`src/rtl/input_selector_ctrl.sv`:
```
`default_nettype none
// +---------------------------------------------------------------------------+
// | input_selector_ctrl                                                       |
// | Round-robin sequencer that walks input_selector over every nibble of the  |
// | granted source and streams them out on a valid/ready handshake.           |
// | Option macro: INPUT_SELECTOR_CTRL_MSB_FIRST_EN (most significant first).  |
// | Revision: 1.0                                                             |
// +---------------------------------------------------------------------------+
module input_selector_ctrl (
  input  logic       clk,
  input  logic       reset,
  input  logic       reqMain,
  input  logic       reqRegs,
  input  logic [3:0] r,
  input  logic       outReady,
  output logic       wBusy,
  output logic       wSelecOrigin,
  output logic [3:0] wSelecMain,
  output logic [5:0] wSelecRegs,
  output logic [3:0] outData,
  output logic       outValid,
  output logic       outLast,
  output logic       ackMain,
  output logic       ackRegs
);

  localparam int         MAIN_NIBBLES = 16;
  localparam int         REGS_NIBBLES = 64;
  localparam logic [5:0] MAIN_LAST    = 6'(MAIN_NIBBLES - 1);
  localparam logic [5:0] REGS_LAST    = 6'(REGS_NIBBLES - 1);
`ifdef INPUT_SELECTOR_CTRL_MSB_FIRST_EN
  localparam logic [3:0] MAIN_START   = MAIN_LAST[3:0];
  localparam logic [5:0] REGS_START   = REGS_LAST;
  localparam logic [5:0] STEP         = 6'h3f;  // -1 modulo the index width
`else
  localparam logic [3:0] MAIN_START   = 4'd0;
  localparam logic [5:0] REGS_START   = 6'd0;
  localparam logic [5:0] STEP         = 6'd1;
`endif

  typedef enum logic [1:0] {
    S_IDLE  = 2'd0,
    S_FETCH = 2'd1,
    S_SEND  = 2'd2
  } state_t;

  state_t     state_q, state_d;
  logic       last_regs_q, last_regs_d;
  logic [5:0] cnt_q, cnt_d;
  logic       busy_q, busy_d;
  logic       origin_q, origin_d;
  logic [3:0] sel_main_q, sel_main_d;
  logic [5:0] sel_regs_q, sel_regs_d;
  logic [3:0] data_q, data_d;
  logic       valid_q, valid_d;
  logic       last_q, last_d;
  logic       ack_main_q, ack_main_d;
  logic       ack_regs_q, ack_regs_d;
  logic       grant_regs;

  always_comb begin
    state_d     = state_q;
    last_regs_d = last_regs_q;
    cnt_d       = cnt_q;
    busy_d      = busy_q;
    origin_d    = origin_q;
    sel_main_d  = sel_main_q;
    sel_regs_d  = sel_regs_q;
    data_d      = data_q;
    valid_d     = valid_q;
    last_d      = last_q;
    ack_main_d  = 1'b0;
    ack_regs_d  = 1'b0;
    grant_regs  = 1'b0;

    case (state_q)
      S_IDLE: begin
        // On a tie the source that did not win last time takes the grant.
        grant_regs = reqRegs && (!reqMain || !last_regs_q);
        if (reqMain || reqRegs) begin
          state_d    = S_FETCH;
          busy_d     = 1'b1;
          origin_d   = grant_regs;
          sel_main_d = grant_regs ? 4'd0 : MAIN_START;
          sel_regs_d = grant_regs ? REGS_START : 6'd0;
          cnt_d      = grant_regs ? REGS_LAST : MAIN_LAST;
        end
      end

      S_FETCH: begin
        state_d = S_SEND;
        data_d  = r;
        valid_d = 1'b1;
        last_d  = (cnt_q == 6'd0);
        if (origin_q) sel_regs_d = sel_regs_q + STEP;
        else          sel_main_d = sel_main_q + STEP[3:0];
      end

      S_SEND: begin
        if (outReady) begin
          if (cnt_q == 6'd0) begin
            state_d     = S_IDLE;
            busy_d      = 1'b0;
            origin_d    = 1'b0;
            sel_main_d  = 4'd0;
            sel_regs_d  = 6'd0;
            valid_d     = 1'b0;
            last_d      = 1'b0;
            ack_main_d  = !origin_q;
            ack_regs_d  = origin_q;
            last_regs_d = origin_q;
          end else begin
            data_d = r;
            cnt_d  = cnt_q - 6'd1;
            last_d = (cnt_q == 6'd1);
            if (origin_q) sel_regs_d = sel_regs_q + STEP;
            else          sel_main_d = sel_main_q + STEP[3:0];
          end
        end
      end

      default: state_d = S_IDLE;
    endcase
  end

  always_ff @(posedge clk or posedge reset) begin
    if (reset) begin
      state_q     <= S_IDLE;
      last_regs_q <= 1'b1;
      cnt_q       <= 6'd0;
      busy_q      <= 1'b0;
      origin_q    <= 1'b0;
      sel_main_q  <= 4'd0;
      sel_regs_q  <= 6'd0;
      data_q      <= 4'd0;
      valid_q     <= 1'b0;
      last_q      <= 1'b0;
      ack_main_q  <= 1'b0;
      ack_regs_q  <= 1'b0;
    end else begin
      state_q     <= state_d;
      last_regs_q <= last_regs_d;
      cnt_q       <= cnt_d;
      busy_q      <= busy_d;
      origin_q    <= origin_d;
      sel_main_q  <= sel_main_d;
      sel_regs_q  <= sel_regs_d;
      data_q      <= data_d;
      valid_q     <= valid_d;
      last_q      <= last_d;
      ack_main_q  <= ack_main_d;
      ack_regs_q  <= ack_regs_d;
    end
  end

  assign wBusy        = busy_q;
  assign wSelecOrigin = origin_q;
  assign wSelecMain   = sel_main_q;
  assign wSelecRegs   = sel_regs_q;
  assign outData      = data_q;
  assign outValid     = valid_q;
  assign outLast      = last_q;
  assign ackMain      = ack_main_q;
  assign ackRegs      = ack_regs_q;

endmodule
`default_nettype wire

```
`config.mk`:
```
export PLATFORM = sky130hd
export DESIGN_NAME = input_selector_ctrl
export DESIGN_NICKNAME = d
export VERILOG_FILES = /design/src/rtl/input_selector_ctrl.sv
export SDC_FILE = /design/constraint.sdc
export NUM_CORES = 1
export LEC_CHECK = 0
export ABC_CLOCK_PERIOD_IN_PS = 3900
export CAP_MARGIN = 20
export CORE_MARGIN = 1.5
export CORE_UTILIZATION = 31
export DETAILED_ROUTE_END_ITERATION = 10
export PLACE_DENSITY = 0.55
export SLEW_MARGIN = 20
export SYNTH_ARGS = -nofsm -noshare
export SYNTH_HDL_FRONTEND = slang
export SYNTH_SLANG_ARGS = --single-unit
```
`constraint.sdc`:
```
create_clock -name clk -period 3.9 [get_ports clk]
set_input_delay 0.585 -clock clk [delete_from_list [all_inputs] [get_ports clk]]
set_output_delay 0.585 -clock clk [all_outputs]
set_load 0.02 [all_outputs]
```
==> metrics.yaml, run 1 <==
pwr:
  power.switching_uw: 539
  static-leakage-power_uw: 0.000855
  p_int_uw: 799
  ir_worst_vdd_mv: 0.316
  portion_of_total_power_attributed_to_the_clock_network_pct: 19.1
  sw_frac_of_total_pct: 40.3
  pwr_density_cell_nw_per_um2: 656
  seq_power_share_pct: 33.0
  comb_power_share_pct: 48.0
synth:
  synthCells: 153
  post-synth-top-area-cell: "sky130_fd_sc_hd__dfrtp_1"
  net_count_of_the_mapped_netlist: 170
  synth.area.top_cells: "sky130_fd_sc_hd__dfrtp_1 (44%), sky130_fd_sc_hd__ha_1 (6.3%), sky130_fd_sc_hd__mux2_2 (4.2%)"
  synthesis.area_per_instance_um2: 10.5
  ys.flop_type: "sky130_fd_sc_hd__dfrtp_1"
  count_of_warnings_emitted_by_yosys: 0
  synth_largest_type_area_fraction_pct: 43.8
  synth.ff_latch_count: 29
  synth_enable_flop_cells: 0
  seq_area_frac_synth_pct: 45.5
  synth_area_um2: 1600
  postSynth.asyncResetShare_pct: 100
  yosys.cell_types.count: 45
sta:
  layout_setup_ws_ns: 1.42
  maxSlewHeadroom_pct: 43.6
  maxSlewViolCount: 0
  tightestPinTransition_ns: 0.846
  post-route-period-util_pct: 63.5
  fin_skew_ns: 0.0102
  totalNegativeSetupSlack_ns: 0
  grt_setup_unrepaired: "false"
  setup_viol: 0
  period_needed_ns: 2.48
  hold_viol: 0
  fmax_ghz: 0.404
finish:
  finalCoreUtilization_pct: 42.0
  multi_input_comb_area_um2: 831
  final_cell_mix: "sky130_fd_sc_hd__dfrtp_1 (28), sky130_fd_sc_hd__clkdlybuf4s50_1 (28), sky130_fd_sc_hd__nor2_1 (16)"
  fillerInstances: 466
  fin_area_um2: 2040
  register_area_um2: 727
  ant_diodes: 0
  layout-drive-gt1-share_pct: 12.4
  synthToLayoutAreaGrowth_pct: 27.5
  design.final.nets: 202
worst_setup_path:
  rrSetupSlack_ns: 1.42
  worst-r2r-cell-count: 6
  crit_required_ns: 4.02
  maximum_net_fanout_on_the_critical_path: 25
  reg2reg_from: "state_q[0]"
  worst_r2r_endpoint: "wSelecMain[0]"
  cp_data_arrival_time_ns: 2.60
  endpoint: "wSelecMain[0]"
  worst_setup_path_end_kind: "register"
  setup.worst_path.start_class: "register"
  path_class: "reg2reg"
  critical_path.startpoint: "state_q[0]"
place:
  detailedPlace.worstSlack_ns: 1.34
  portBuffers: 28
  gp_routability_congestion: 0.754
  dp_hpwl_um: 2700
  dpl-instance-area_um2: 1950
min_path:
  min_path_type: "reg2reg"
route:
  postRouteWirelength_um: 3690
  drt_pass1_iterations: 4
  drt_drc_violations_left: 0
  drt.antenna.violating_nets: 0
  drt_iter0_drc: 47
  vias_per_cell: 5.05
  wirelength_per_cell_um: 14.6
  num_vias: 1277
clock_network:
  cts_max_path_buffers: 2
  ctsRootBufferMaster: "sky130_fd_sc_hd__clkbuf_8"
  cts.hold.buffers_added: 0
  post-cts-setup-buffers: 0
  clkLatencyLatePin_ns: 0.28
  clk_pin_slew_worst_paths_ns: 0.06
  h-tree-depth: 2
  number_of_buffers_added_by_the_clock_tree_synthesis_step: 5
  post_cts.resized_instances: 0
  clock_sinks: 29
  cts_tree: "yes"
global_routing:
  pin_count_of_the_biggest_net_entering_global_routing: 30
  via_count_of_the_first_global_routing_pass: 1229
  overflow: 0
  grt_antenna_before_repair: 0
  grt_pass1_wl_um: 5850
  grt_util_all_layers_pct: 14.3
flow_run:
  maxCapViolations: 0
die:
  die_y_extent_um: 74.8
  die-area_um2: 5600
  floorplan.initialDensity_pct: 33.0
  dieWidth_um: 74.8
  io-pin-count: 29
  rows: 25
  core_area_um2: 4850
status:
  status: "finished clean"
==> metrics by stage <==
| stage | cells | hold WS (ns) | total power [uW] |
|---|---|---|---|
| final | 253 | 0.506 | 1340 |
| after global placement | 245 | 0.489 | 1060 |
| after global routing | 253 | 0.519 | 1440 |
| after floorplan | 153 | 0.489 | 885 |
| after detailed placement | 245 | 0.493 | 1090 |
| after CTS | 253 | 0.507 | 1350 |
==> synthesized netlist by cell type (2+ instances only) <==
cell,instances
sky130_fd_sc_hd__nor4_1,2
sky130_fd_sc_hd__xor2_1,4
sky130_fd_sc_hd__a21boi_0,4
sky130_fd_sc_hd__or4_1,3
sky130_fd_sc_hd__o31ai_1,3
sky130_fd_sc_hd__mux2i_1,3
sky130_fd_sc_hd__nand2_1,6
sky130_fd_sc_hd__ha_1,8
sky130_fd_sc_hd__a31oi_1,3
sky130_fd_sc_hd__inv_1,7
sky130_fd_sc_hd__a211oi_1,2
sky130_fd_sc_hd__nor3_1,2
sky130_fd_sc_hd__xnor2_1,2
sky130_fd_sc_hd__and3_1,2
sky130_fd_sc_hd__dfrtp_1,28
sky130_fd_sc_hd__nor2_1,16
sky130_fd_sc_hd__nand4_1,3
sky130_fd_sc_hd__clkbuf_1,2
sky130_fd_sc_hd__nor2b_1,5
sky130_fd_sc_hd__nand3_1,7
sky130_fd_sc_hd__a21oi_1,5
sky130_fd_sc_hd__o21ai_0,6
sky130_fd_sc_hd__nand2b_1,2
sky130_fd_sc_hd__and2_1,2
sky130_fd_sc_hd__mux2_2,6
==> metal layers <==
metal,vias to the layer above,part of all wire (%),track usage (%)
li1,622,-,-
met1,612,48,19.2
met2,38,46,21.7
met3,5,5.5,4.02
met4,0,1.4,6.06
met5,-,0,0
==> critical path: stages (launching register included) <==
cell and delay [ns]:
sky130_fd_sc_hd__dfrtp_1 0.40, sky130_fd_sc_hd__inv_1 0.08, sky130_fd_sc_hd__ha_1 0.49, sky130_fd_sc_hd__nor2b_1 0.31, sky130_fd_sc_hd__or4_1 0.50, sky130_fd_sc_hd__o32ai_2 0.39, sky130_fd_sc_hd__nor2_1 0.15
==> flip-flops by register name (all words and copies together) (netlist names) <==
register,cells
outData,4
wSelecRegs,6
wBusy,1
state_q,2
outValid,1
wSelecMain,4
wSelecOrigin,1
ackMain,1
cnt_q,6
ackRegs,1
outLast,1
last_regs_q,1
==> area by class of cell <==
cell class / instances / share of cell area [%]
timing repair buffer: 28 / 13.8
tap: 67 / 4.11
inverter: 7 / 1.29
sequential: 29 / 35.7
clock buffer: 8 / 4.42
multi-input combinational: 114 / 40.8
==> power by group through the flow <==
stage / registers [uW] / clock network, uW / logic [uW]
after floorplan: 484 / 0 / 401
after global placement: 439 / 0 / 624
after detailed placement: 447 / 0 / 645
after CTS: 441 / 262 / 646
after global routing: 452 / 276 / 709
final: 441 / 255 / 642
==> how the worst min path moves through the flow <==
stage	from	endpoint	slack, ns	cells after the start
2_1_floorplan	cnt_q[0]	cnt_q[0]	0.49	1
3_3_place_gp	outData[1]	outData[1]	0.49	1
3_5_place_dp	outData[3]	outData[3]	0.49	1
4_1_cts	outData[3]	outData[3]	0.51	1
5_1_grt	last_regs_q	last_regs_q	0.52	1
6_report	outData[3]	outData[3]	0.51	1
==> logic make-up after synthesis <==
group / Yosys count / share of synthesized area [%]
xor+xnor: 6 / 3.29
compound gates: 32 / 14.9
mux: 9 / 6.10
flops: 29 / 45.5
fa+ha+maj: 8 / 6.26
buf+inv: 10 / 2.58
simple gates: 59 / 21.4
Note: power is estimated with default switching activity, not from simulation.
==> run 2, diff against run 1 <==
--- a/config.mk
+++ b/config.mk
@@ -5,12 +5,12 @@
 export SDC_FILE = /design/constraint.sdc
 export NUM_CORES = 1
 export LEC_CHECK = 0
-export ABC_CLOCK_PERIOD_IN_PS = 3900
+export ABC_CLOCK_PERIOD_IN_PS = 2000
 export CAP_MARGIN = 20
 export CORE_MARGIN = 1.5
 export CORE_UTILIZATION = 31
 export DETAILED_ROUTE_END_ITERATION = 10
-export PLACE_DENSITY = 0.55
+export PLACE_DENSITY = 0.57
 export SLEW_MARGIN = 20
 export SYNTH_ARGS = -nofsm -noshare
 export SYNTH_HDL_FRONTEND = slang
==> constraint.sdc (replaced) <==
create_clock -name clk -period 2 [get_ports clk]
set_input_delay 0.3 -clock clk [delete_from_list [all_inputs] [get_ports clk]]
set_output_delay 0.3 -clock clk [all_outputs]
set_load 0.02 [all_outputs]
==> run 2 against run 1 <==
Count of clock-buffer cells in the layout down 3. Maximum frequency grew 31%. Combinational power grew 120%. Critical path depth down 1. Register-to-register slack got worse by 1.3 ns. Worst hold slack worse by 0.11 ns. Routed wire length increased by 3.9%. Die area stayed put. Critical path type unchanged. Highest routed layer unchanged.
==> metrics.yaml, run 2 (synthesis gave the netlist of run 1 again) <==
pwr:
  p_int_uw: 1630
  pwr_density_cell_nw_per_um2: 1270
  power.switching_uw: 1110
  ir_worst_vdd_mv: 0.476
  power.total_uw: 2730
  sw_frac_of_total_pct: 40.5
  seq_power_share_pct: 31.0
  portion_of_total_power_attributed_to_the_clock_network_pct: 17.4
  static-leakage-power_uw: 0.000921
  comb_power_share_pct: 51.7
finish:
  multi_input_comb_area_um2: 845
  register_area_um2: 727
  fin_area_um2: 2150
  finalCoreUtilization_pct: 44.3
  design.final.nets: 215
  fillerInstances: 469
  ant_diodes: 0
  synthToLayoutAreaGrowth_pct: 34.2
  final_cell_mix: "sky130_fd_sc_hd__dfrtp_1 (28), sky130_fd_sc_hd__clkdlybuf4s50_1 (28), sky130_fd_sc_hd__nor2_1 (16)"
  layout-drive-gt1-share_pct: 19.1
global_routing:
  via_count_of_the_first_global_routing_pass: 1380
  pin_count_of_the_biggest_net_entering_global_routing: 30
  overflow: 0
  grt_util_all_layers_pct: 15.3
  grt_pass1_wl_um: 6300
  grt_antenna_before_repair: 0
worst_setup_path:
  crit_family: "simple AND/OR/NAND/NOR gates"
  worst_path_largest_cell_delay_ns: 0.60
  cp_slowest_cell: "sky130_fd_sc_hd__or4_1"
  timing.critical_path.buf_inv: 1
  setup.worst_path.start_class: "register"
  worstPathCellList: "buf_4, ha_1, or4_1, o32ai_4, nor2_1"
  worst_setup_path_end_kind: "register"
  path_class: "reg2reg"
  crit_required_ns: 2.14
  maximum_net_fanout_on_the_critical_path: 10
  rrSetupSlack_ns: 0.10
  cp_data_arrival_time_ns: 2.04
clock_network:
  clock_sinks: 29
  h-tree-depth: 2
  cts_tree: "yes"
  ctsRootBufferMaster: "sky130_fd_sc_hd__clkbuf_8"
  cts_max_path_buffers: 2
  clk_pin_slew_worst_paths_ns: 0.07
  clkLatencyLatePin_ns: 0.28
  number_of_buffers_added_by_the_clock_tree_synthesis_step: 5
sta:
  post-route-period-util_pct: 94.8
  maxSlewHeadroom_pct: 64.3
  totalNegativeSetupSlack_ns: 0
  fmax_ghz: 0.528
  fin_skew_ns: 0.00747
  maxSlewViolCount: 0
  hold_viol: 0
  finalHoldWorstSlack_ns: 0.400
  grt_setup_unrepaired: "false"
  period_needed_ns: 1.90
  setup_viol: 0
  tightestPinTransition_ns: 0.535
route:
  top_layer_used: "met4"
  postRouteWirelength_um: 3830
  drt.antenna.violating_nets: 0
  vias_per_cell: 5.00
  wirelength_per_cell_um: 14.4
  met1_length_um: 1760
  met3_length_um: 150
  drt_drc_violations_left: 0
  drt_iter0_drc: 42
  met2_wirelength_um: 1890
  drt_pass1_iterations: 4
  num_vias: 1329
die:
  dieWidth_um: 74.8
  floorplan.initialDensity_pct: 33.0
  die_y_extent_um: 74.8
  core_area_um2: 4850
  rows: 25
  die-area_um2: 5600
  io-pin-count: 29
min_path:
  min_path_type: "in2async"
place:
  gp_routability_congestion: 0.745
  dp_hpwl_um: 2880
  portBuffers: 28
  dpl-instance-area_um2: 2050
flow_run:
  maxCapViolations: 0
status:
  status: "finished clean"
-- run 2: worst register-to-register path, cell delays in order (launching register included) --
cell                      delay, ns
sky130_fd_sc_hd__dfrtp_1       0.38
sky130_fd_sc_hd__buf_4         0.14
sky130_fd_sc_hd__ha_1          0.27
sky130_fd_sc_hd__or4_1         0.60
sky130_fd_sc_hd__o32ai_4       0.27
sky130_fd_sc_hd__nor2_1        0.11
-- run 2: power by group through the flow --
stage          clock network (uW)  logic, uW  registers [uW]
6_report                      475       1410             847
2_1_floorplan                   0        782             944
3_5_place_dp                    0       1360             859
3_3_place_gp                    0       1320             849
4_1_cts                       492       1410             848
5_1_grt                       522       1530             869
-- run 2: path summary, 6_finish.rpt --
kind | startpoint | end | depth (start not counted)
max | state_q[0] | wSelecMain[0] | 5
min | reset | wSelecRegs[4] | 3
max reg2reg | state_q[0] | wSelecMain[0] | 5
min reg2reg | outData[2] | outData[2] | 1
max in group asynchronous | reset | last_regs_q | 3
min in group clk | outData[2] | outData[2] | 1
-- run 2: area by class of cell --
cell class | count | area share (%)
repair buffers | 41 | 17.6
clock inverters | 3 | 0.816
inverters | 7 | 1.22
clock buffers | 5 | 3.21
flip-flops and latches | 29 | 33.9
well taps | 67 | 3.91
multi-input cells | 114 | 39.4
-- run 2: layer usage --
layer | global-route usage (%) | vias up
li1 | - | 644
met1 | 18.6 | 648
met2 | 25.3 | 33
met3 | 4.42 | 4
met4 | 6.46 | 0
met5 | 0 | -
-- run 2: timing repair --
item,CTS,global route
hold buffers,0,0
setup endpoints to repair,10,12
setup buffers,0,0
resized for setup,2,1
-- run 2: through the flow --
| step | setup slack [ns] | cells |
|---|---|---|
| floorplan | 0.154 | 153 |
| global placement | -0.0449 | 258 |
| detailed placement | -0.130 | 258 |
| CTS | 0.0408 | 266 |
| global route | 0.00151 | 266 |
| finish | 0.105 | 266 |
